<file path="src/rtl/multicycle_pkg.sv">
// Shared encodings for the multicycle processor controller: FSM states,
// instruction fields, ALU operation classes and the per-state control bundle.
package multicycle_pkg;

  typedef enum logic [3:0] {
    S_FETCH    = 4'd0,
    S_DECODE   = 4'd1,
    S_MEMADR   = 4'd2,
    S_MEMRD    = 4'd3,
    S_MEMWB    = 4'd4,
    S_MEMWR    = 4'd5,
    S_EXECUTE  = 4'd6,
    S_ALUWB    = 4'd7,
    S_BRANCH   = 4'd8,
    S_ADDIEXEC = 4'd9,
    S_ADDIWB   = 4'd10,
    S_JUMP     = 4'd11
  } state_t;

  localparam logic [5:0] OP_RTYPE = 6'b000000;
  localparam logic [5:0] OP_LW    = 6'b100011;
  localparam logic [5:0] OP_SW    = 6'b101011;
  localparam logic [5:0] OP_BEQ   = 6'b000100;
  localparam logic [5:0] OP_ADDI  = 6'b001000;
  localparam logic [5:0] OP_J     = 6'b000010;

  localparam logic [5:0] FN_ADD = 6'b100000;
  localparam logic [5:0] FN_SUB = 6'b100010;
  localparam logic [5:0] FN_AND = 6'b100100;
  localparam logic [5:0] FN_OR  = 6'b100101;
  localparam logic [5:0] FN_SLT = 6'b101010;

  typedef enum logic [1:0] {
    ALUOP_ADD   = 2'b00,
    ALUOP_SUB   = 2'b01,
    ALUOP_FUNCT = 2'b10
  } alu_op_t;

  localparam logic [2:0] ALUC_ADD = 3'b010;
  localparam logic [2:0] ALUC_SUB = 3'b110;
  localparam logic [2:0] ALUC_AND = 3'b000;
  localparam logic [2:0] ALUC_OR  = 3'b001;
  localparam logic [2:0] ALUC_SLT = 3'b111;

  // Raw per-state controls, before reset gating and PCEn formation.
  typedef struct packed {
    logic       iord;
    logic       mem_write;
    logic       ir_write;
    logic       pc_write;
    logic       branch;
    logic       reg_dst;
    logic       mem_to_reg;
    logic       reg_write;
    logic       alu_src_a;
    logic [1:0] alu_src_b;
    logic [1:0] pc_src;
    alu_op_t    alu_op;
  } ctrl_t;

  function automatic logic op_supported(input logic [5:0] op);
    return (op == OP_RTYPE) || (op == OP_LW) || (op == OP_SW) ||
           (op == OP_BEQ) || (op == OP_ADDI) || (op == OP_J);
  endfunction

endpackage

</file>
<file path="src/rtl/multicycle_control_unit_alu_decoder.sv">
// Combinational ALU decoder: maps the ALU operation class and funct field to
// an ALUControl code, and flags whether funct is a supported R-type function.
module alu_decoder
  import multicycle_pkg::*;
(
  input  alu_op_t    alu_op,
  input  logic [5:0] funct,
  output logic [2:0] alu_control,
  output logic       funct_valid
);

  logic [2:0] funct_ctl;

  // funct_valid ignores alu_op so DECODE can screen R-type functs early.
  always_comb begin
    funct_valid = 1'b1;
    funct_ctl   = ALUC_ADD;
    case (funct)
      FN_ADD:  funct_ctl = ALUC_ADD;
      FN_SUB:  funct_ctl = ALUC_SUB;
      FN_AND:  funct_ctl = ALUC_AND;
      FN_OR:   funct_ctl = ALUC_OR;
      FN_SLT:  funct_ctl = ALUC_SLT;
      default: funct_valid = 1'b0;
    endcase
  end

  always_comb begin
    alu_control = ALUC_ADD;
    case (alu_op)
      ALUOP_ADD:   alu_control = ALUC_ADD;
      ALUOP_SUB:   alu_control = ALUC_SUB;
      ALUOP_FUNCT: alu_control = funct_ctl;
      default:     alu_control = ALUC_ADD;
    endcase
  end

endmodule

</file>
<file path="src/rtl/multicycle_control_unit.sv">
// Moore FSM sequencing fetch/decode/execute/memory/writeback for the
// multicycle processor and decoding every datapath enable from the state.
module multicycle_control_unit
  import multicycle_pkg::*;
(
  input  logic       clk,
  input  logic       reset,
  input  logic [5:0] op,
  input  logic [5:0] funct,
  input  logic       zero,
  output logic       IorD,
  output logic       MemWrite,
  output logic       IRWrite,
  output logic       PCEn,
  output logic       RegDst,
  output logic       MemtoReg,
  output logic       RegWrite,
  output logic       ALUSrcA,
  output logic [1:0] ALUSrcB,
  output logic [1:0] PCSrc,
  output logic [2:0] ALUControl,
  output logic       illegal_instr
);

  state_t state_q, state_d;
  ctrl_t  ctrl;
  logic   funct_valid;
  logic   decode_bad;

  always_ff @(posedge clk or posedge reset) begin
    if (reset) state_q <= S_FETCH;
    else       state_q <= state_d;
  end

  assign decode_bad = !op_supported(op) || ((op == OP_RTYPE) && !funct_valid);

  always_comb begin
    state_d = S_FETCH;
    case (state_q)
      S_FETCH:  state_d = S_DECODE;
      S_DECODE: begin
        case (op)
          OP_LW, OP_SW: state_d = S_MEMADR;
          OP_RTYPE:     state_d = funct_valid ? S_EXECUTE : S_FETCH;
          OP_BEQ:       state_d = S_BRANCH;
          OP_ADDI:      state_d = S_ADDIEXEC;
          OP_J:         state_d = S_JUMP;
          default:      state_d = S_FETCH;
        endcase
      end
      S_MEMADR:   state_d = (op == OP_LW) ? S_MEMRD : S_MEMWR;
      S_MEMRD:    state_d = S_MEMWB;
      S_EXECUTE:  state_d = S_ALUWB;
      S_ADDIEXEC: state_d = S_ADDIWB;
      default:    state_d = S_FETCH;
    endcase
  end

  always_comb begin
    ctrl = '0;
    case (state_q)
      S_FETCH: begin
        ctrl.ir_write  = 1'b1;
        ctrl.pc_write  = 1'b1;
        ctrl.alu_src_b = 2'b01;
      end
      S_DECODE:   ctrl.alu_src_b = 2'b11;
      S_MEMADR: begin
        ctrl.alu_src_a = 1'b1;
        ctrl.alu_src_b = 2'b10;
      end
      S_MEMRD:    ctrl.iord = 1'b1;
      S_MEMWB: begin
        ctrl.reg_write  = 1'b1;
        ctrl.mem_to_reg = 1'b1;
      end
      S_MEMWR: begin
        ctrl.iord      = 1'b1;
        ctrl.mem_write = 1'b1;
      end
      S_EXECUTE: begin
        ctrl.alu_src_a = 1'b1;
        ctrl.alu_op    = ALUOP_FUNCT;
      end
      S_ALUWB: begin
        ctrl.reg_write = 1'b1;
        ctrl.reg_dst   = 1'b1;
      end
      S_BRANCH: begin
        ctrl.alu_src_a = 1'b1;
        ctrl.alu_op    = ALUOP_SUB;
        ctrl.branch    = 1'b1;
        ctrl.pc_src    = 2'b01;
      end
      S_ADDIEXEC: begin
        ctrl.alu_src_a = 1'b1;
        ctrl.alu_src_b = 2'b10;
      end
      S_ADDIWB:   ctrl.reg_write = 1'b1;
      S_JUMP: begin
        ctrl.pc_write = 1'b1;
        ctrl.pc_src   = 2'b10;
      end
      default:    ctrl = '0;
    endcase
  end

  alu_decoder u_alu_decoder (
    .alu_op      (ctrl.alu_op),
    .funct       (funct),
    .alu_control (ALUControl),
    .funct_valid (funct_valid)
  );

  // Write strobes are masked while reset is held so an abandoned instruction
  // cannot touch the PC, IR, register file or memory.
  assign IRWrite       = ctrl.ir_write & ~reset;
  assign PCEn          = (ctrl.pc_write | (ctrl.branch & zero)) & ~reset;
  assign MemWrite      = ctrl.mem_write & ~reset;
  assign RegWrite      = ctrl.reg_write & ~reset;
  assign illegal_instr = (state_q == S_DECODE) & decode_bad & ~reset;

  assign IorD     = ctrl.iord;
  assign RegDst   = ctrl.reg_dst;
  assign MemtoReg = ctrl.mem_to_reg;
  assign ALUSrcA  = ctrl.alu_src_a;
  assign ALUSrcB  = ctrl.alu_src_b;
  assign PCSrc    = ctrl.pc_src;

endmodule

</file>
<file path="config.mk">
export PLATFORM = sky130hd
export DESIGN_NAME = multicycle_control_unit
export DESIGN_NICKNAME = d
export VERILOG_FILES = /design/src/rtl/multicycle_pkg.sv /design/src/rtl/multicycle_control_unit_alu_decoder.sv /design/src/rtl/multicycle_control_unit.sv
export SDC_FILE = /design/constraint.sdc
export NUM_CORES = 1
export LEC_CHECK = 0
export CORE_MARGIN = 2
export CORE_UTILIZATION = 38
export DETAILED_ROUTE_END_ITERATION = 6
export HOLD_SLACK_MARGIN = 0.15
export PLACE_DENSITY = 0.78
export SLEW_MARGIN = 20
export SYNTH_ARGS = -nofsm -noshare
export SYNTH_HDL_FRONTEND = slang
export SYNTH_SLANG_ARGS = --single-unit
</file>
<file path="constraint.sdc">
create_clock -name clk -period 3.4 [get_ports clk]
set_clock_uncertainty 0.1 [all_clocks]
set_input_delay 1.02 -clock clk [delete_from_list [all_inputs] [get_ports clk]]
set_output_delay 1.02 -clock clk [all_outputs]
set_load 0.01 [all_outputs]
</file>
[After elaboration in Yosys (flattened, before gate mapping)]
Cells that the tools add are included.
Storage, ports and cells
  register bits after elaboration: 4
  input port bits: 15
  output and inout port bits: 16
  logic and storage cells: 70
Cells by class
  equal/unequal tests: 23
  mux-type cells: 19
  bitwise gates (word level): 9
  reduce and logical (&&, ||, !) cells: 18
Operators by type and width (count)
  6-bit == test, second input constant: 7
  4-bit case mux with 6 select lines: 1
  4-bit case mux with 5 select lines: 1
  4-bit by 3-bit == test with 1-bit output, second input constant: 4
  4-bit == test, second input constant: 4
  3-bit case mux with 4 select lines: 1
  1-bit two-way mux: 10
  4-bit by 2-bit == test with 1-bit output, second input constant: 2
  2-bit case mux with 2 select lines: 2
  2-bit OR reduction: 4
  1-bit bitwise AND: 7
  6-bit by 2-bit == test with 1-bit output, second input constant: 1
  6-bit by 3-bit == test with 1-bit output, second input constant: 1
  6-bit by 4-bit == test with 1-bit output, second input constant: 1
  6-bit logical NOT: 1
  1-bit logical OR: 6
  3-bit two-way mux: 2
  2-bit case mux with 3 select lines: 1
  3-bit case mux with 2 select lines: 1
  5-bit OR reduction: 1
  4-bit by 1-bit == test with 1-bit output, second input constant: 1
  4-bit logical NOT: 1
  4-bit OR reduction: 1
  3-bit OR reduction: 1
  6 further kinds: 7

[Logic depth before layout (Yosys ltp)]
Gate-level depths: netlist of run 1.
  depth in word-level cells: 10
  depth in mapped cells: 6
  gate-level depth less buffers: 6

[Modules after synthesis]
From an unflattened synthesis of run 1, not the netlist that was laid out.
Second synthesis, totals
  cells, all modules: 91
  area, all modules: 715.7 um^2
Modules (own cells, without submodules)
  multicycle_control_unit: times used 1, cells an instance 73, area an instance 548.0 um^2, sequential area each 100.1 um^2
  alu_decoder: times used 1, cells an instance 18, area an instance 167.7 um^2, sequential area each 0.0 um^2

[Worst setup path after synthesis of run 1]
Ideal clock, no wire load.
  kind: input to output
  from: in op[0]
  to: out illegal_instr
  data arrival time: 2069 ps
  path slack: 211 ps
  stages on the path: 4
  path buffers: 0
  cell sequence: or4_4 nor3_1 nor2b_1 o31a_1
On the way
  longest elaborated chain between the ends: 10
  elaborated cells on any way between the ends: 16
  those cells by class: eq/ne: 5; bitwise: 2; reduce/logical: 9
RTL lines
  from (decl): RTL line multicycle_control_unit.sv:8  | input logic [5:0] op,
  6-bit == test / 6-bit logical NOT (equally long branches): RTL line multicycle_pkg.sv:62, multicycle_control_unit.sv:35
  1-bit logical OR (3 in series): RTL line multicycle_pkg.sv:62  | return (op == OP_RTYPE) || (op == OP_LW) || (op == OP_SW) ||
  1-bit logical OR (2 in series): RTL line multicycle_pkg.sv:63  | (op == OP_BEQ) || (op == OP_ADDI) || (op == OP_J);
  1-bit logical NOT: RTL line multicycle_control_unit.sv:35  | assign decode_bad = !op_supported(op) || ((op == OP_RTYPE) && !funct_valid);
  1-bit logical OR *: RTL line multicycle_control_unit.sv:35
  1-bit bitwise AND * (2 in series): RTL line multicycle_control_unit.sv:121  | assign illegal_instr = (state_q == S_DECODE) & decode_bad & ~reset;
  to (decl): RTL line multicycle_control_unit.sv:22  | output logic illegal_instr
Every way passes the cells marked *; elsewhere a longest branch is shown, timed or not.

[Worst setup path in the final report of run 1]
  from: in funct[5]
  to: out ALUControl[1]
On the way
  longest elaborated chain between the ends: 3
  elaborated cells on any way between the ends: 6
  those cells by class: eq/ne: 4; mux: 2
RTL lines
  from (decl): RTL line multicycle_control_unit.sv:9  | input logic [5:0] funct,
  6-bit == test: RTL line multicycle_control_unit_alu_decoder.sv:18  | case (funct)
  3-bit case mux with 4 select lines *: RTL line multicycle_control_unit_alu_decoder.sv:18
  3-bit case mux with 2 select lines *: RTL line multicycle_control_unit_alu_decoder.sv:30  | case (alu_op)
  to (decl): RTL line multicycle_control_unit.sv:21  | output logic [2:0] ALUControl,
Marks and branches as above.

==> out/qor.yml, run 1 <==
syn_to_final_growth_pct: 74.7
cp_max_fo: 3
worst_pin_slew_ns: 0.411
dr.pass1.iters: 4
slew_headroom_pct: 71.9
largest_registers: "state_q (4)"
required_ns: 2.28
routedWlPerCell_um: 12.1
end_kind: "output pin"
drc: 0
core.rowCount: 14
htree_levels: 1
avgSynthCellArea_um2: 6.82
dieArea_um2: 1890
grt_usage_pct: 20.2
hold_path.class: "flop to flop"
layout-drive-gt1-share_pct: 26.9
grt_max_degree: 13
crit_arrival_ns: 2.23
finalCriticalPeriod_ns: 3.35
ys_seq_elements: 4
root_buffer: "clkbuf_4"
top_register: "state_q"
synth_nets: 104
cts_buffers: 3
ys_seq_area_share_pct: 16.9
synthesis.area_um2: 593
dp_hpwl_um: 1380
ant_nets: 0
largest_reg_flops: 4
synth_warnings: 0
grt_pass1_wl_um: 2980
gp_congestion: 0.862
grt_overflow: 0
worstSetupPathType: "primary input to output pin"
drv_cap: 0
num_io_pins: 31
status: "finished, final reports clean"
final_cell_mix: "14 x clkdlybuf4s50_1, 14 x buf_4, 10 x nor2_1, 8 x nor3_1, 7 x inv_1"
first_iter_violations: 14
viasPerCell: 5.49
wirelength_um: 1760
maxSlewViolCount: 0
rr_worst_depth: 3
ff2ff_setup_slack_ns: 1.93
netlist_instances: 87
stdcell_area_um2: 1040
setup_viol: 0
dpl-instance-area_um2: 1010
vias: 802
antenna_found_initial: 0
rsz0062_at_grt: "false"
synth-edff-count: 0
die_h_um: 43.5
cts_tree: "done"
cts.sinks: 4
start_kind: "primary input"
async_reset_ff_share_pct: 100
power_density_nw_per_um2: 355
fp.dieW_um: 43.5
power_mw: 0.368
fin_crit_sh_pct: 98.6
clk_latency_ns: 0.24
hold_viol_final: 0
start_util_pct: 39.8
nNetsFinal: 149
max_freq_mhz: 298
io_buffers: 30
min_path_cells: 2
path_clk_slew_ns: 0.04
first_global_vias: 738
yosysUniqueCellTypes: 30
irDropWorstVdd_mv: 0.168
diodes: 0
ys.flop_type: "dfrtp_1"
leakage_nw: 0.496
clockBufferDepth: 2
core_um2: 1490
[kinds of logic (layout without fill, tap and decap cells)]
logic type | Yosys count | in the layout | share of synthesized area [%]
adders and majority gates | 3 | 3 | 5.91
xor gates and xnor gates | 3 | 3 | 4.43
and+or+nand+nor | 45 | 45 | 39.5
DFF | 4 | 4 | 16.9
AOI/OAI and AO/OA | 20 | 20 | 25.5
buffers and inverters | 12 | 55 | 7.81
[layer usage]
metal | part of all wire, % | global-route usage [%] | vias to the layer above
li1 | - | - | 402
met3 | 4.4 | 2.92 | 0
met2 | 54 | 36.7 | 25
met5 | 0 | 0 | -
met4 | 0 | 7.27 | 0
met1 | 41 | 24.0 | 375
[path summary, 6_finish.rpt]
kind	from	end
min in group asynchronous	reset	state_q[1]
min reg2reg	state_q[3]	state_q[0]
min	state_q[3]	state_q[0]
max reg2reg	state_q[1]	state_q[0]
max	funct[5]	ALUControl[1]
max in group asynchronous	reset	state_q[3]
[Yosys cell counts (2+ instances only)]
cell,instances,share of area (%)
clkbuf_1,4,2.5
nand2_1,5,3.2
a211oi_1,3,3.8
nor3_1,10,8.4
o21ai_0,2,1.7
or3_1,4,4.2
dfrtp_1,4,17
inv_1,7,4.4
xnor2_1,3,4.4
nand2b_1,5,5.3
nor2_1,11,7.0
nor2b_1,4,4.2
nand3_1,2,1.7
ha_1,2,4.2
a31oi_1,4,4.2
nor3b_1,2,2.5
a21oi_1,2,1.7
[power breakdown]
group | internal (mW) | switching [mW] | leakage, nW
registers | 0.0585 | 0.0152 | 0.0532
logic | 0.121 | 0.114 | 0.429
clock network | 0.0395 | 0.0194 | 0.0138
[timing repair]
action                                  in CTS  in global routing
buffers inserted                             0                  0
pin swaps                                    4                  3
endpoints found under the setup margin       7                  5
gates resized for setup                     31                 13
hold buffers                                 0                  0
[worst max-delay path: stages]
cell and delay, ns:
clkdlybuf4s50_1 0.46, nor2b_4 0.13, buf_4 0.12, nand3_1 0.07
a211o_1 0.30, buf_2 0.14
[layout make-up]
| type | instances | area, um^2 |
|---|---|---|
| multi-input cells | 71 | 482 |
| fillers | 136 | 453 |
| repair buffers | 45 | 385 |
| flip-flops and latches | 4 | 100 |
| inverters | 7 | 26.3 |
| clock buffers | 3 | 22.5 |
| well taps | 16 | 20.0 |
[stage by stage]
stage | utilization [%] | hold slack [ns] | setup WS (ns) | TNS [ns] | instances
4_1_cts | 69.7 | 0.517 | -0.0762 | -0.0762 | 146
3_5_place_dp | 67.6 | 0.522 | -0.732 | -2.12 | 143
3_3_place_gp | 67.6 | 0.512 | -0.665 | -1.98 | 143
6_report | 69.6 | 0.519 | 0.0462 | 0 | 146
2_1_floorplan | - | 0.471 | 0.211 | 0 | 87
5_1_grt | 69.6 | 0.542 | 0.00235 | 0 | 146
Note: power is estimated with default switching activity, not from simulation.
==> inputs of run 2 (changes only) <==
- CTS_CLUSTER_DIAMETER: unset -> 100
==> results of run 2 <==
Final layout, timing and power as in run 1 (identical DEF).
==> inputs of run 3 (changes only) <==
- RECOVER_POWER: unset -> 100
==> out/qor.yml, run 3 (synthesized netlist as in run 1, its figures left out) <==
status: "finished, final reports clean"
final_common_cell: "buf_4"
leakage_nw: 0.496  # about the same
rsz0062_at_grt: "false"
num_io_pins: 31  # unchanged
core.rowCount: 14  # unchanged
dp_hpwl_um: 1380  # unchanged
antenna_found_initial: 0  # unchanged
wirelength_um: 1780  # +1.1%
dieArea_um2: 1890  # unchanged
root_buffer: "clkbuf_4"
routedWlPerCell_um: 12.2  # +1.1%
layout-drive-gt1-share_pct: 23.1  # -3.8 points
ant_nets: 0  # unchanged
worstSetupPathType: "primary input to output pin"
max_freq_mhz: 298  # about the same
nNetsFinal: 149  # unchanged
viasPerCell: 5.51  # +0.37%
maxSlewViolCount: 0  # unchanged
gp_congestion: 0.862  # unchanged
layout.cells.non_filler: 146  # unchanged
setup_viol: 0  # unchanged
hold_path.class: "flop to flop"
fin_setup_tns_ns: 0  # unchanged
post_cts_buffers: 0  # unchanged
place_worst_setup_slack_ns: -0.732  # unchanged
start_util_pct: 39.8  # unchanged
grt_overflow: 0  # unchanged
vias: 805  # +0.37%
clk_latency_ns: 0.24  # about the same
layout_setup_ws_ns: 0.0467  # +0.000441 ns
stdcell_area_um2: 1020  # -1.6%
hold_viol_final: 0  # unchanged
grt_usage_pct: 20.2  # unchanged
largest_reg_flops: 4  # unchanged
post-route-util_pct: 68.5  # -1.1 points
finalCriticalPeriod_ns: 3.35  # -0.000441 ns
grt_max_degree: 13  # unchanged
core_um2: 1490  # unchanged
drv_cap: 0  # unchanged
placed_cells: 143  # unchanged
cts.sinks: 4  # unchanged
final_cell_mix: "12 x buf_4, 10 x nor2_1, 8 x nor3_1"
cts_hold_buf: 0  # unchanged
clockBufferDepth: 2  # unchanged
dr.pass1.iters: 4  # unchanged
power_mw: 0.355  # -3.5%
first_global_vias: 738  # unchanged
largest_registers: "state_q (4)"
cp_max_fo: 3  # unchanged
io_buffers: 30  # unchanged
power_density_nw_per_um2: 348  # -1.9%
fp.dieW_um: 43.5  # unchanged
cts_tree: "done"
irDropWorstVdd_mv: 0.166  # -0.97%
end_kind: "output pin"
grt_pass1_wl_um: 2980  # unchanged
worst_pin_slew_ns: 0.411  # -0.000105 ns
crit_arrival_ns: 2.23  # about the same
path_clk_slew_ns: 0.03  # about the same
slew_headroom_pct: 71.9  # about the same
die_h_um: 43.5  # unchanged
syn_to_final_growth_pct: 71.9
top_register: "state_q"
htree_levels: 1  # unchanged
fin_crit_sh_pct: 98.6  # about the same
required_ns: 2.28  # about the same
diodes: 0  # unchanged
drc: 0  # unchanged
hold-worst-slack_ns: 0.526  # +0.00668 ns
first_iter_violations: 20  # +6
cts_buffers: 3  # unchanged
dpl-instance-area_um2: 1010  # unchanged
start_kind: "primary input"
-- run 3: layout make-up --
type,instances,area (um^2)
Fill cell,139,469
Inverter,7,26.3
Sequential cell,4,100
Timing Repair Buffer,45,375
Tap cell,16,20.0
Multi-Input combinational cell,71,475
Clock buffer,3,22.5
-- run 3: final timing paths --
| path | from | endpoint | slack [ns] | cells after the start |
|---|---|---|---|---|
| worst max-delay path | funct[5] | ALUControl[1] | 0.05 | 6 |
| worst min-delay path | state_q[2] | state_q[3] | 0.53 | 2 |
| worst max register to register | state_q[1] | state_q[0] | 1.88 | 3 |
| worst min register to register | state_q[2] | state_q[3] | 0.53 | 2 |
| max in group asynchronous | reset | state_q[3] | 2.01 | 3 |
| min in group asynchronous | reset | state_q[1] | 1.04 | 3 |
-- run 3: power by group --
part | switching, mW | total [mW] | leakage (nW) | internal, mW
Clock | 0.0194 | 0.0588 | 0.0138 | 0.0395
Combinational | 0.112 | 0.222 | 0.430 | 0.110
Sequential | 0.0152 | 0.0737 | 0.0532 | 0.0585
Total | 0.147 | 0.355 | 0.496 | 0.208
-- run 3: per-layer routing --
metal,share of wire (%),vias to the layer above,GRT usage [%]
li1,-,403,-
met1,42,375,24.0
met2,53,27,36.7
met3,4.8,0,2.92
met4,0,0,7.27
met5,0,-,0
-- run 3: repair_timing --
action	CTS	global route
pin swaps	4	3
hold endpoints to repair	0	0
gates resized for setup	31	13
endpoints found under the setup margin	7	5
-- run 3: critical path, cell delays in order --
cell and delay, ns:
clkdlybuf4s50_1 0.46, nor2b_4 0.13, buf_4 0.12, nand3_1 0.07, a211o_1 0.30, buf_2 0.14
